**src/rtl/fifo_level_if.sv**
```systemverilog
// fifo_level handshake bundle: producer/consumer strobes, data and status.
// master drives requests, slave is the FIFO itself.
interface fifo_level_if #(
  parameter int WIDTH = 8,
  parameter int DEPTH = 16
);
  localparam int CW = $clog2(DEPTH + 1);

  logic             i_fifo_clr;
  logic             i_fifo_err_clr;
  logic             i_fifo_w_stb;
  logic [WIDTH-1:0] i_fifo_w_data;
  logic             o_fifo_full;
  logic             o_fifo_not_full;
  logic             o_fifo_almost_full;
  logic             i_fifo_r_stb;
  logic [WIDTH-1:0] o_fifo_r_data;
  logic             o_fifo_empty;
  logic             o_fifo_not_empty;
  logic             o_fifo_almost_empty;
  logic [CW-1:0]    o_fifo_count;
  logic             o_fifo_overflow;
  logic             o_fifo_underflow;

  modport master (
    output i_fifo_clr,
    output i_fifo_err_clr,
    output i_fifo_w_stb,
    output i_fifo_w_data,
    output i_fifo_r_stb,
    input  o_fifo_full,
    input  o_fifo_not_full,
    input  o_fifo_almost_full,
    input  o_fifo_r_data,
    input  o_fifo_empty,
    input  o_fifo_not_empty,
    input  o_fifo_almost_empty,
    input  o_fifo_count,
    input  o_fifo_overflow,
    input  o_fifo_underflow
  );

  modport slave (
    input  i_fifo_clr,
    input  i_fifo_err_clr,
    input  i_fifo_w_stb,
    input  i_fifo_w_data,
    input  i_fifo_r_stb,
    output o_fifo_full,
    output o_fifo_not_full,
    output o_fifo_almost_full,
    output o_fifo_r_data,
    output o_fifo_empty,
    output o_fifo_not_empty,
    output o_fifo_almost_empty,
    output o_fifo_count,
    output o_fifo_overflow,
    output o_fifo_underflow
  );
endinterface

```
**src/rtl/fifo_level.sv**
```systemverilog
// Synchronous FWFT FIFO, any DEPTH >= 2, with occupancy count,
// threshold flags, sticky over/underflow and synchronous flush.
module fifo_level #(
  parameter int WIDTH        = 8,
  parameter int DEPTH        = 16,
  parameter int ALMOST_FULL  = DEPTH - 2,
  parameter int ALMOST_EMPTY = 2
) (
  input  logic         clk,
  input  logic         rst_n,
  fifo_level_if.slave  f
);
  localparam int CW = $clog2(DEPTH + 1);
  localparam int PW = $clog2(DEPTH);

  typedef logic [PW-1:0] ptr_t;

  if (WIDTH < 1) begin : g_bad_width
    $error("fifo_level: WIDTH must be >= 1");
  end
  if (DEPTH < 2) begin : g_bad_depth
    $error("fifo_level: DEPTH must be >= 2");
  end
  if (ALMOST_FULL < 1 || ALMOST_FULL > DEPTH) begin : g_bad_af
    $error("fifo_level: ALMOST_FULL out of 1..DEPTH");
  end
  if (ALMOST_EMPTY < 0 || ALMOST_EMPTY > DEPTH - 1) begin : g_bad_ae
    $error("fifo_level: ALMOST_EMPTY out of 0..DEPTH-1");
  end

  logic [WIDTH-1:0] mem [DEPTH];
  ptr_t             wr_ptr;
  ptr_t             rd_ptr;
  logic [CW-1:0]    count;
  logic             ovf;
  logic             unf;

  logic full;
  logic empty;
  logic w_acc;
  logic r_acc;
  logic w_rej;
  logic r_rej;

  // Explicit wrap: DEPTH need not be a power of two.
  function automatic ptr_t inc(input ptr_t p);
    return (p == PW'(DEPTH - 1)) ? '0 : p + 1'b1;
  endfunction

  assign full  = (count == CW'(DEPTH));
  assign empty = (count == '0);

  assign w_acc = f.i_fifo_w_stb & ~full  & ~f.i_fifo_clr;
  assign r_acc = f.i_fifo_r_stb & ~empty & ~f.i_fifo_clr;
  assign w_rej = f.i_fifo_w_stb & full   & ~f.i_fifo_clr;
  assign r_rej = f.i_fifo_r_stb & empty  & ~f.i_fifo_clr;

  always_ff @(posedge clk or negedge rst_n) begin
    if (!rst_n) begin
      wr_ptr <= '0;
      rd_ptr <= '0;
      count  <= '0;
      ovf    <= 1'b0;
      unf    <= 1'b0;
    end else begin
      if (f.i_fifo_clr) begin
        wr_ptr <= '0;
        rd_ptr <= '0;
        count  <= '0;
      end else begin
        if (w_acc) wr_ptr <= inc(wr_ptr);
        if (r_acc) rd_ptr <= inc(rd_ptr);
        if (w_acc && !r_acc)
          count <= count + 1'b1;
        else if (r_acc && !w_acc)
          count <= count - 1'b1;
      end
      // A new rejection wins over a same-cycle clear.
      ovf <= w_rej | (ovf & ~f.i_fifo_err_clr);
      unf <= r_rej | (unf & ~f.i_fifo_err_clr);
    end
  end

  always_ff @(posedge clk) begin
    if (rst_n && w_acc)
      mem[wr_ptr] <= f.i_fifo_w_data;
  end

  assign f.o_fifo_r_data       = mem[rd_ptr];
  assign f.o_fifo_count        = count;
  assign f.o_fifo_full         = full;
  assign f.o_fifo_not_full     = ~full;
  assign f.o_fifo_empty        = empty;
  assign f.o_fifo_not_empty    = ~empty;
  assign f.o_fifo_almost_full  = (count >= CW'(ALMOST_FULL));
  assign f.o_fifo_almost_empty = (count <= CW'(ALMOST_EMPTY));
  assign f.o_fifo_overflow     = ovf;
  assign f.o_fifo_underflow    = unf;
endmodule

```
**src/flat_wrapper.sv**
```systemverilog
// flat-port wrapper written by rule: the top's interface ports become plain ports
module fifo_level_flat 
#(
  parameter int WIDTH        = 8,
  parameter int DEPTH        = 16,
  parameter int ALMOST_FULL  = DEPTH - 2,
  parameter int ALMOST_EMPTY = 2
)
  (clk, rst_n, f_i_fifo_clr, f_i_fifo_err_clr, f_i_fifo_w_stb, f_i_fifo_w_data, f_i_fifo_r_stb, f_o_fifo_full, f_o_fifo_not_full, f_o_fifo_almost_full, f_o_fifo_r_data, f_o_fifo_empty, f_o_fifo_not_empty, f_o_fifo_almost_empty, f_o_fifo_count, f_o_fifo_overflow, f_o_fifo_underflow);
  fifo_level_if #(.WIDTH(WIDTH), .DEPTH(DEPTH)) f_i ();
  input  logic clk;
  input  logic rst_n;
  input wire logic [$bits(f_i.i_fifo_clr)-1:0] f_i_fifo_clr;
  input wire logic [$bits(f_i.i_fifo_err_clr)-1:0] f_i_fifo_err_clr;
  input wire logic [$bits(f_i.i_fifo_w_stb)-1:0] f_i_fifo_w_stb;
  input wire logic [$bits(f_i.i_fifo_w_data)-1:0] f_i_fifo_w_data;
  input wire logic [$bits(f_i.i_fifo_r_stb)-1:0] f_i_fifo_r_stb;
  output wire logic [$bits(f_i.o_fifo_full)-1:0] f_o_fifo_full;
  output wire logic [$bits(f_i.o_fifo_not_full)-1:0] f_o_fifo_not_full;
  output wire logic [$bits(f_i.o_fifo_almost_full)-1:0] f_o_fifo_almost_full;
  output wire logic [$bits(f_i.o_fifo_r_data)-1:0] f_o_fifo_r_data;
  output wire logic [$bits(f_i.o_fifo_empty)-1:0] f_o_fifo_empty;
  output wire logic [$bits(f_i.o_fifo_not_empty)-1:0] f_o_fifo_not_empty;
  output wire logic [$bits(f_i.o_fifo_almost_empty)-1:0] f_o_fifo_almost_empty;
  output wire logic [$bits(f_i.o_fifo_count)-1:0] f_o_fifo_count;
  output wire logic [$bits(f_i.o_fifo_overflow)-1:0] f_o_fifo_overflow;
  output wire logic [$bits(f_i.o_fifo_underflow)-1:0] f_o_fifo_underflow;
  assign f_i.i_fifo_clr = f_i_fifo_clr;
  assign f_i.i_fifo_err_clr = f_i_fifo_err_clr;
  assign f_i.i_fifo_w_stb = f_i_fifo_w_stb;
  assign f_i.i_fifo_w_data = f_i_fifo_w_data;
  assign f_i.i_fifo_r_stb = f_i_fifo_r_stb;
  assign f_o_fifo_full = f_i.o_fifo_full;
  assign f_o_fifo_not_full = f_i.o_fifo_not_full;
  assign f_o_fifo_almost_full = f_i.o_fifo_almost_full;
  assign f_o_fifo_r_data = f_i.o_fifo_r_data;
  assign f_o_fifo_empty = f_i.o_fifo_empty;
  assign f_o_fifo_not_empty = f_i.o_fifo_not_empty;
  assign f_o_fifo_almost_empty = f_i.o_fifo_almost_empty;
  assign f_o_fifo_count = f_i.o_fifo_count;
  assign f_o_fifo_overflow = f_i.o_fifo_overflow;
  assign f_o_fifo_underflow = f_i.o_fifo_underflow;
  fifo_level #(.WIDTH(WIDTH), .DEPTH(DEPTH), .ALMOST_FULL(ALMOST_FULL), .ALMOST_EMPTY(ALMOST_EMPTY)) u_core (.clk(clk), .rst_n(rst_n), .f(f_i));
endmodule
```
**config.mk**
```make
export PLATFORM = sky130hd
export DESIGN_NAME = fifo_level_flat
export DESIGN_NICKNAME = d
export VERILOG_FILES = /design/src/rtl/fifo_level_if.sv /design/src/rtl/fifo_level.sv /design/src/flat_wrapper.sv
export SDC_FILE = /design/constraint.sdc
export NUM_CORES = 1
export LEC_CHECK = 0
export ABC_AREA = 1
export CAP_MARGIN = 20
export CORE_UTILIZATION = 25
export DETAILED_ROUTE_END_ITERATION = 10
export PLACE_DENSITY = 0.38
export SYNTH_ARGS = -nofsm -noshare
export SYNTH_HDL_FRONTEND = slang
export SYNTH_SLANG_ARGS = --single-unit
```
**constraint.sdc**
```tcl
create_clock -name clk -period 3 [get_ports clk]
set_input_delay 0.75 -clock clk [delete_from_list [all_inputs] [get_ports clk]]
set_output_delay 0.75 -clock clk [all_outputs]
set_load 0.02 [all_outputs]
```
==> summary.md, run 1 <==
| Metric | Value |
|---|---|
| GPL Wtd Cong | 0.728 |
| # clock sinks | 143 |
| Die area | 24900 um^2 |
| Hold Fails Final Rpt | 0 |
| Startpoint type of the worst setup path | register |
| Final count of pins violating max slew | 0 |
| FMAX | 351 MHz |
| Post-DP Area | 6950 um^2 |
| Initial drt markers | 252 |
| Leak | 2.71 nW |
| Final Net Count | 606 |
| Root buf cell | clkbuf_16 |
| Num rows | 56 |
| Post-synthesis sequential area ratio | 0.695 |
| # fillers | 2398 |
| Yosys warning count | 0 |
| Post CTS Setup Buffer Count | 0 |
| Post-placement cell count | 882 |
| CP Class | register to output pin |
| Routed vias/inst | 4.36 |
| CTS max path bufs | 2 |
| Initial core utilization | 0.257 |
| CP bufs+invs | 2 |
| PD cells | 818 nW/um^2 |
| Number of global-route vias before repair | 4228 |
| Total congestion overflow | 0 |
| Setup TNS | 0 ns |
| Critical path peak fanout | 22 |
| Gr usage total | 0.142 |
| Post-synth EDFFs | 128 |
| Worst path max stage delay | 0.46 ns |
| Fraction of layout cells with a size suffix above 1 | 0.136 |
| Diode count | 0 |
| Worst Max-Slew Pin Slew | 0.809 ns |
| Io pins | 35 |
| Final cycle utilization of the critical path | 0.950 |
| Count of final setup violators | 0 |
| Routed via count | 3978 |
| DRC errors left | 0 |
| Mapped Cells | 521 |
| CTS tree | yes |
| Post-DP HPWL | 10.7 mm |
| Clk_skew | 0.00856 ns |
| Peak VDD IR | 534 uV |
| Clock Latency Late Sink | 0.42 ns |
| Die extent in y | 158 um |
| Crit-path cells | buf_4, a21oi_1, o21ai_0, o211ai_1, nand4_1, nand2_1, dlygate4sd2_1 |
| Worst Hold Class | register to register |
| Number of max-cap violations | 0 |
| Largest net degree at the start of global routing | 34 |
| Unrepaired setup endpoints after global routing | false |
| Worst setup EP type | output pin |
| Cts hold-fix bufs | 0 |
| Post-Syn Nets | 545 |
| Slowest CP cell | dfrtp_2 |
| Worst EP arrival | 2.10 ns |
| Post-synth cell types | 30 |
| Outcome | finished clean |
| Average size of a mapped cell | 11.7 um^2 |
| Post-route ant nets | 0 |
| Ys flop type | edfxtp_1 |
| Die Wd | 158 um |
| Worst path required time | 2.25 ns |
| Buffers on Ports | 34 |
| Clock slew at reported path FFs | 0.06 ns |
| FF+latch count, synth | 143 |
| First-pass GRT wire length | 25.2 mm |
| Post-Syn Area | 6070 um^2 |
| Initial antenna violation count | 0 |
| CP top delay family | buffers and inverters |
| Ys async rst share | 0.105 |
| Min Tclk post-route | 2.85 ns |
| H-tree depth | 4 |
| Area of the core | 23600 um^2 |
| Finished Cell Area | 7570 um^2 |
| Slew HR | 0.459 |
| Total iterations of the first detailed-routing run | 4 |
| Routed wire per std cell | 17.7 um |
| Num CTS Buffers | 17 |
| Total wire length | 16.2 mm |
| Syn-to-layout area delta | 24.7% |
| Fin cells | 913 |
tightest hold or removal path: stages, from the launching register on:
cell and delay [ns]:
dfrtp_1 0.38, inv_1 0.05, o21ai_0 0.06
cell families (layout without fill, tap and decap cells):
kind of cell    Yosys count  in the layout  share of synthesized area
fa+ha+maj                10             10                     0.0218
flops                   143            143                      0.695
simple gates            221            221                      0.160
compound gates           80             80                     0.0740
buf+inv                  63            136                     0.0437
xor+xnor                  4              4                    0.00577
state kept, by name, indices dropped and copies added, names as in the netlist:
| signal | cells |
|---|---|
| u_core.f.o_fifo_overflow | 1 |
| u_core.f.o_fifo_count | 5 |
| u_core.f.o_fifo_underflow | 1 |
| u_core.mem | 128 |
| u_core.wr_ptr | 4 |
| u_core.rd_ptr | 4 |
cells in the mapped netlist, types with 3 or more instances:
cell | instances | area, um^2
inv_2 | 6 | 22.5
nor3_1 | 4 | 20.0
o21ai_1 | 4 | 20.0
a21oi_1 | 18 | 90.1
nand4_1 | 16 | 100
inv_1 | 32 | 120
o21ai_0 | 37 | 185
o211ai_1 | 16 | 120
nor2_1 | 36 | 135
clkbuf_1 | 6 | 22.5
buf_2 | 13 | 65.1
nand3_1 | 41 | 205
nand2_1 | 115 | 432
ha_1 | 9 | 113
edfxtp_1 | 128 | 3840
o22ai_1 | 3 | 18.8
xor2_1 | 4 | 35.0
dfrtp_1 | 15 | 375
per-layer routing:
| layer | routed length, um | part of all wire | GRT usage |
|---|---|---|---|
| met1 | 7540 | 0.47 | 0.181 |
| met2 | 7930 | 0.49 | 0.239 |
| met3 | 579 | 0.036 | 0.0328 |
| met4 | 133 | 0.0082 | 0.0435 |
| met5 | 0 | 0 | 0 |
placed cells by master, fill, tap and decap left out, drive strengths merged:
cell type,synthesis,layout
inv,39,43
clkdlybuf4s15,0,2
nand3,43,43
clkinvlp,0,3
a31oi,1,1
nor2,39,39
dlygate4sd2,0,3
nand2,119,119
clkbuf,8,22
o211ai,16,16
buf,15,31
fa,1,1
nand4,16,16
clkinv,1,1
o22ai,3,3
xor2,4,4
ha,9,9
a21oi,19,19
clkdlybuf4s50,0,26
o21ai,41,41
nor3,4,4
edfxtp,128,128
dfrtp,15,15
bufinv,0,5
final timing paths:
| path | startpoint | end | slack, ns | depth (start not counted) |
|---|---|---|---|---|
| setup / recovery | u_core.rd_ptr[0] | f_o_fifo_r_data[1] | 0.15 | 7 |
| hold / removal | u_core.f.o_fifo_underflow | u_core.f.o_fifo_underflow | 0.54 | 2 |
| setup reg to reg | u_core.f.o_fifo_count[0] | u_core.f.o_fifo_count[4] | 0.93 | 13 |
| hold reg to reg | u_core.f.o_fifo_underflow | u_core.f.o_fifo_underflow | 0.54 | 2 |
| max in group asynchronous | rst_n | u_core.rd_ptr[0] | 2.08 | 2 |
| min in group asynchronous | rst_n | u_core.wr_ptr[1] | 0.70 | 2 |
report_power, final:
group / internal (mW) / switching (mW)
registers: 2.24 / 0.0939
clock network: 1.48 / 0.829
logic: 0.572 / 0.984
total: 4.29 / 1.91
final cells by class:
| type | instances | area (um^2) | share of cell area |
|---|---|---|---|
| Timing Repair Buffer | 65 | 571 | 0.0753 |
| Sequential cell | 143 | 4220 | 0.557 |
| Clock inverter | 12 | 208 | 0.0274 |
| Clock buffer | 19 | 433 | 0.0572 |
| Inverter | 40 | 155 | 0.0205 |
| Multi-Input combinational cell | 315 | 1590 | 0.210 |
| Tap cell | 319 | 399 | 0.0527 |
metrics by stage:
step	total power [mW]	hold slack, ns	setup slack (ns)	utilization
after floorplan	3.29	0.454	0.739	-
after global placement	3.98	0.522	0.167	0.294
after detailed placement	3.99	0.533	0.143	0.294
after CTS	6.29	0.553	0.0249	0.321
after global routing	6.52	0.583	0.00277	0.321
final	6.20	0.541	0.149	0.321
repair_timing:
| item | 4_1_cts | 5_1_grt |
|---|---|---|
| cloned | 0 | 0 |
| pin swaps | 2 | 0 |
| resized for setup | 12 | 7 |
| setup endpoints to repair | 8 | 5 |
Note: power is estimated with default switching activity, not from simulation.
==> run 2: changes to the inputs <==
--- a/config.mk
+++ b/config.mk
@@ -7,6 +7,7 @@
 export LEC_CHECK = 0
 export ABC_AREA = 1
 export CAP_MARGIN = 20
+export CORE_ASPECT_RATIO = 0.6
 export CORE_UTILIZATION = 25
 export DETAILED_ROUTE_END_ITERATION = 10
 export PLACE_DENSITY = 0.38
==> summary.md, run 2 (synthesized netlist as in run 1, its figures left out) <==
| Metric | Value |
|---|---|
| Routed via count | 4061 |
| Die extent in y | 123 um |
| Worst path required time | 2.25 ns |
| Sw Share | 0.315 |
| H-tree depth | 4 |
| Placement Setup Slack | 0.124 ns |
| Min Tclk post-route | 2.85 ns |
| Routed vias/inst | 4.44 |
| Post-DP Area | 7020 um^2 |
| Met3 global-route usage | 0.0393 |
| CTS tree | yes |
| GPL Wtd Cong | 0.788 |
| Clock power frac | 0.353 |
| Post-DP HPWL | 11.3 mm |
| Total wire length | 16.3 mm |
| Buffers on Ports | 34 |
| Final cycle utilization of the critical path | 0.950 |
| Area of the core | 23500 um^2 |
| Clock slew at reported path FFs | 0.07 ns |
| Largest net degree at the start of global routing | 43 |
| Post CTS Setup Buffer Count | 0 |
| Initial core utilization | 0.259 |
| DRC errors left | 0 |
| CTS max path bufs | 2 |
| Final hold slack | 0.537 ns |
| M1 GR Usage | 0.209 |
| Worst setup EP type | output pin |
| Fraction of layout cells with a size suffix above 1 | 0.157 |
| Grt peak-use layer | met1 |
| Syn-to-layout area delta | 25.3% |
| Unrepaired setup endpoints after global routing | false |
| Worst Max-Slew Pin Slew | 0.653 ns |
| Worst R2R Path Depth | 13 |
| Tot Pwr | 6.07 mW |
| Num rows | 43 |
| Initial antenna violation count | 0 |
| Worst hold stages | 2 |
| Combinational Power Share | 0.263 |
| FMAX | 351 MHz |
| Leak | 2.75 nW |
| Reg-to-Reg End | u_core.f.o_fifo_count[4] |
| Reg-to-reg startpoint | u_core.f.o_fifo_count[0] |
| Post-route ant nets | 0 |
| Hold EP | u_core.f.o_fifo_underflow |
| M2 GR Usage | 0.189 |
| Routed wire per std cell | 17.9 um |
| Cts hold-fix bufs | 0 |
| Root buf cell | clkbuf_16 |
| Count of final setup violators | 0 |
| Diode count | 0 |
| Total iterations of the first detailed-routing run | 5 |
| Final count of pins violating max slew | 0 |
| Slew HR | 0.563 |
| First-pass GRT wire length | 24.6 mm |
| Peak VDD IR | 413 uV |
| Gr usage total | 0.139 |
| Final Net Count | 611 |
| Number of max-cap violations | 0 |
| Commonest non-fill, non-tap cell in the layout | edfxtp_1 |
| Outcome | finished clean |
| Io pins | 35 |
| Reg2Reg Setup Slack | 0.83 ns |
| Most flops, register | u_core.mem |
| Worst Hold Class | register to register |
| # clock sinks | 143 |
| Worst EP arrival | 2.10 ns |
| Commonest non-fill, non-tap cells in the layout | edfxtp_1 (128), nand2_1 (112), nand3_1 (41) |
| Num CTS Buffers | 17 |
| Die Wd | 203 um |
| Initial drt markers | 245 |
| Total congestion overflow | 0 |
| CP Class | register to output pin |
| Hold Crit Start | u_core.f.o_fifo_underflow |
| Clock Latency Late Sink | 0.42 ns |
| PD cells | 798 nW/um^2 |
| Largest register FFs | 128 |
| Startpoint type of the worst setup path | register |
| Finished Cell Area | 7610 um^2 |
| PnR worst setup slack | 0.149 ns |
| Internal | 4.16 mW |
| Part of the power in registers | 0.384 |
| Critical path peak fanout | 23 |
| Switch Pwr | 1.91 mW |
| Hold Fails Final Rpt | 0 |
| Clk_skew | 0.0130 ns |
| Die area | 24900 um^2 |
| Number of global-route vias before repair | 3924 |
-- run 2: how the worst max path moves through the flow --
stage	startpoint	to	slack (ns)	depth (start not counted)
after floorplan	f_i_fifo_w_stb	u_core.mem[11][0]	0.74	6
after global placement	u_core.rd_ptr[0]	f_o_fifo_r_data[3]	0.10	6
after detailed placement	u_core.rd_ptr[0]	f_o_fifo_r_data[3]	0.12	6
after CTS	u_core.rd_ptr[0]	f_o_fifo_r_data[5]	-0.002	7
after global routing	u_core.rd_ptr[1]	f_o_fifo_r_data[4]	0.001	8
final	u_core.rd_ptr[1]	f_o_fifo_r_data[4]	0.15	8
-- run 2: area by class of cell --
class / count / area [um^2]
timing repair buffer: 70 / 632
multi-input combinational: 315 / 1600
tap: 315 / 394
sequential: 143 / 4220
inverter: 40 / 158
clock buffer: 24 / 536
fill: 2377 / 15800
clock inverter: 8 / 73.8
-- run 2: stage by stage --
step / cells / setup TNS, ns / utilization
3_5_place_dp: 883 / 0 / 0.299
3_3_place_gp: 883 / 0 / 0.299
5_1_grt: 915 / 0 / 0.324
4_1_cts: 915 / -0.00229 / 0.325
2_1_floorplan: 521 / 0 / -
6_report: 915 / 0 / 0.324
-- run 2: routing by layer --
layer | wire length [um] | vias to the layer above
li1 | - | 1972
met1 | 8720 | 1991
met2 | 6650 | 86
met3 | 828 | 12
met4 | 140 | 0
met5 | 0 | -
-- run 2: power by group through the flow --
stage | clock network (mW) | registers [mW] | logic (mW)
final | 2.14 | 2.33 | 1.60
after global routing | 2.26 | 2.34 | 1.76
after CTS | 2.18 | 2.33 | 1.62
after detailed placement | 0 | 2.37 | 1.65
after global placement | 0 | 2.36 | 1.66
after floorplan | 0 | 2.38 | 0.903
-- run 2: repair_timing --
item | CTS | global route
endpoints found under the hold margin | 0 | 0
pin swaps | 1 | 4
gates resized for setup | 10 | 19
endpoints found under the setup margin | 8 | 7
-- run 2: worst max-delay path: stages, from the launching register on --
cell,delay [ns]
dfrtp_1,0.44
buf_12,0.19
buf_4,0.16
a21oi_1,0.09
o21ai_0,0.12
o211ai_1,0.10
nand4_1,0.10
nand2_1,0.12
dlygate4sd2_1,0.35
==> run 3: changes to the inputs <==
--- a/config.mk
+++ b/config.mk
@@ -8,9 +8,10 @@
 export ABC_AREA = 1
 export CAP_MARGIN = 20
 export CORE_ASPECT_RATIO = 0.6
-export CORE_UTILIZATION = 25
+export CORE_MARGIN = 2
+export CORE_UTILIZATION = 50
 export DETAILED_ROUTE_END_ITERATION = 10
-export PLACE_DENSITY = 0.38
+export PLACE_DENSITY = 0.67
 export SYNTH_ARGS = -nofsm -noshare
 export SYNTH_HDL_FRONTEND = slang
 export SYNTH_SLANG_ARGS = --single-unit
==> summary.md, run 3 (synthesized netlist as in run 1, its figures left out) <==
| Metric | Value |
|---|---|
| Final Net Count | 605 |
| Die Wd | 146 um |
| Worst setup EP type | output pin |
| Initial antenna violation count | 0 |
| Count of final setup violators | 0 |
| Worst Hold Class | register to register |
| Area of the core | 11900 um^2 |
| Num CTS Buffers | 17 |
| Fin util | 0.615 |
| Worst Max-Slew Pin Slew | 0.751 ns |
| H-tree depth | 4 |
| Number of max-cap violations | 0 |
| DRC errors left | 0 |
| Post-route ant nets | 0 |
| Fin cells | 759 |
| Crit-path cells | inv_4, buf_12, nor2_1, o211ai_1, nand4_1, nand2_1, dlygate4sd2_1 |
| Slowest CP cell | dfrtp_2 |
| Post-DP Area | 6760 um^2 |
| Total iterations of the first detailed-routing run | 6 |
| CTS tree | yes |
| Root buf cell | clkbuf_16 |
| Initial drt markers | 451 |
| CP Class | register to output pin |
| Outcome | finished clean |
| Reg2Reg Setup Slack | 0.90 ns |
| PD cells | 808 nW/um^2 |
| Num rows | 31 |
| FMAX | 343 MHz |
| Finished Cell Area | 7350 um^2 |
| Hold Crit Start | u_core.f.o_fifo_underflow |
| Buffers on Ports | 34 |
| Worst path required time | 2.25 ns |
| Crit. Startpoint | u_core.rd_ptr[0] |
| Slew HR | 0.498 |
| Worst path max stage delay | 0.49 ns |
| Critical path peak fanout | 27 |
| Clock Latency Late Sink | 0.42 ns |
| # clock sinks | 143 |
| Io pins | 35 |
| Clk_skew | 0.00744 ns |
| Final hold slack | 0.527 ns |
| Post-placement cell count | 726 |
| Most flops, register | u_core.mem |
| Startpoint type of the worst setup path | register |
| Fraction of layout cells with a size suffix above 1 | 0.140 |
| Syn-to-layout area delta | 21.1% |
| Routed wire per std cell | 18.6 um |
| Number of global-route vias before repair | 4023 |
| Clock slew at reported path FFs | 0.06 ns |
| Min Tclk post-route | 2.92 ns |
| Hold Fails Final Rpt | 0 |
| Total wire length | 14.1 mm |
| Commonest non-fill, non-tap cell in the layout | edfxtp_1 |
| Largest net degree at the start of global routing | 55 |
| Die extent in y | 89.4 um |
| Routed via count | 4146 |
| Final count of pins violating max slew | 0 |
| Gr usage total | 0.231 |
| Leak | 2.71 nW |
| Diode count | 0 |
| Post-DP HPWL | 9.44 mm |
| Routed vias/inst | 5.46 |
| Total congestion overflow | 0 |
| Die area | 13100 um^2 |
| CTS max path bufs | 2 |
| Tot Pwr | 5.94 mW |
| Initial core utilization | 0.508 |
| Commonest non-fill, non-tap cells in the layout | edfxtp_1 (128), nand2_1 (115), nand3_1 (41) |
| Unrepaired setup endpoints after global routing | true |
| First-pass GRT wire length | 21.9 mm |
| Cts hold-fix bufs | 0 |
| Largest register FFs | 128 |
| Final cycle utilization of the critical path | 0.973 |
| Worst EP arrival | 2.17 ns |
| Peak VDD IR | 483 uV |
| GPL Wtd Cong | 0.870 |
| Reg-to-reg startpoint | u_core.f.o_fifo_count[3] |
run 3: path summary, 6_finish.rpt:
check / endpoint / cells past startpoint
hold reg to reg: u_core.f.o_fifo_underflow / 2
min in group asynchronous: u_core.wr_ptr[3] / 2
hold / removal: u_core.f.o_fifo_underflow / 2
setup reg to reg: u_core.f.o_fifo_count[4] / 13
setup / recovery: f_o_fifo_r_data[2] / 7
max in group asynchronous: u_core.rd_ptr[0] / 2
run 3: per-layer routing:
| layer | share of wire | GRT usage |
|---|---|---|
| met5 | 0 | 0 |
| met4 | 0.017 | 0.0989 |
| met3 | 0.087 | 0.0597 |
| met2 | 0.44 | 0.352 |
| met1 | 0.45 | 0.323 |
run 3: report_power, final:
group	leakage, nW	switching (mW)	internal (mW)
Sequential	1.35	0.0904	2.24
Combinational	1.07	0.972	0.581
Clock	0.292	0.824	1.24
Total	2.71	1.89	4.06
run 3: area by class of cell:
class	instances	area, um^2
Sequential cell	143	4220
Tap cell	165	206
Clock buffer	20	479
Multi-Input combinational cell	315	1590
Inverter	40	155
Clock inverter	12	103
Fill cell	963	4590
Timing Repair Buffer	64	601
run 3: stage by stage:
step	setup TNS [ns]	setup WS [ns]
final	0	0.0821
after CTS	0	0.0201
after global placement	0	0.220
after global routing	-0.0165	-0.0165
after floorplan	0	0.739
after detailed placement	0	0.194
run 3: what timing repair did:
item,in CTS,in global routing
setup endpoints to repair,8,5
hold endpoints to repair,0,0
pin swaps,3,4
buffers inserted,0,0
gates resized for setup,8,11
gates cloned,0,1
run 3: critical path: cells and delay by family, from the launching register on:
| kind | cells | cell delay, ns |
|---|---|---|
| simple gates | 3 | 0.37 |
| flops | 1 | 0.49 |
| buf+inv | 3 | 0.66 |
| compound gates | 1 | 0.20 |
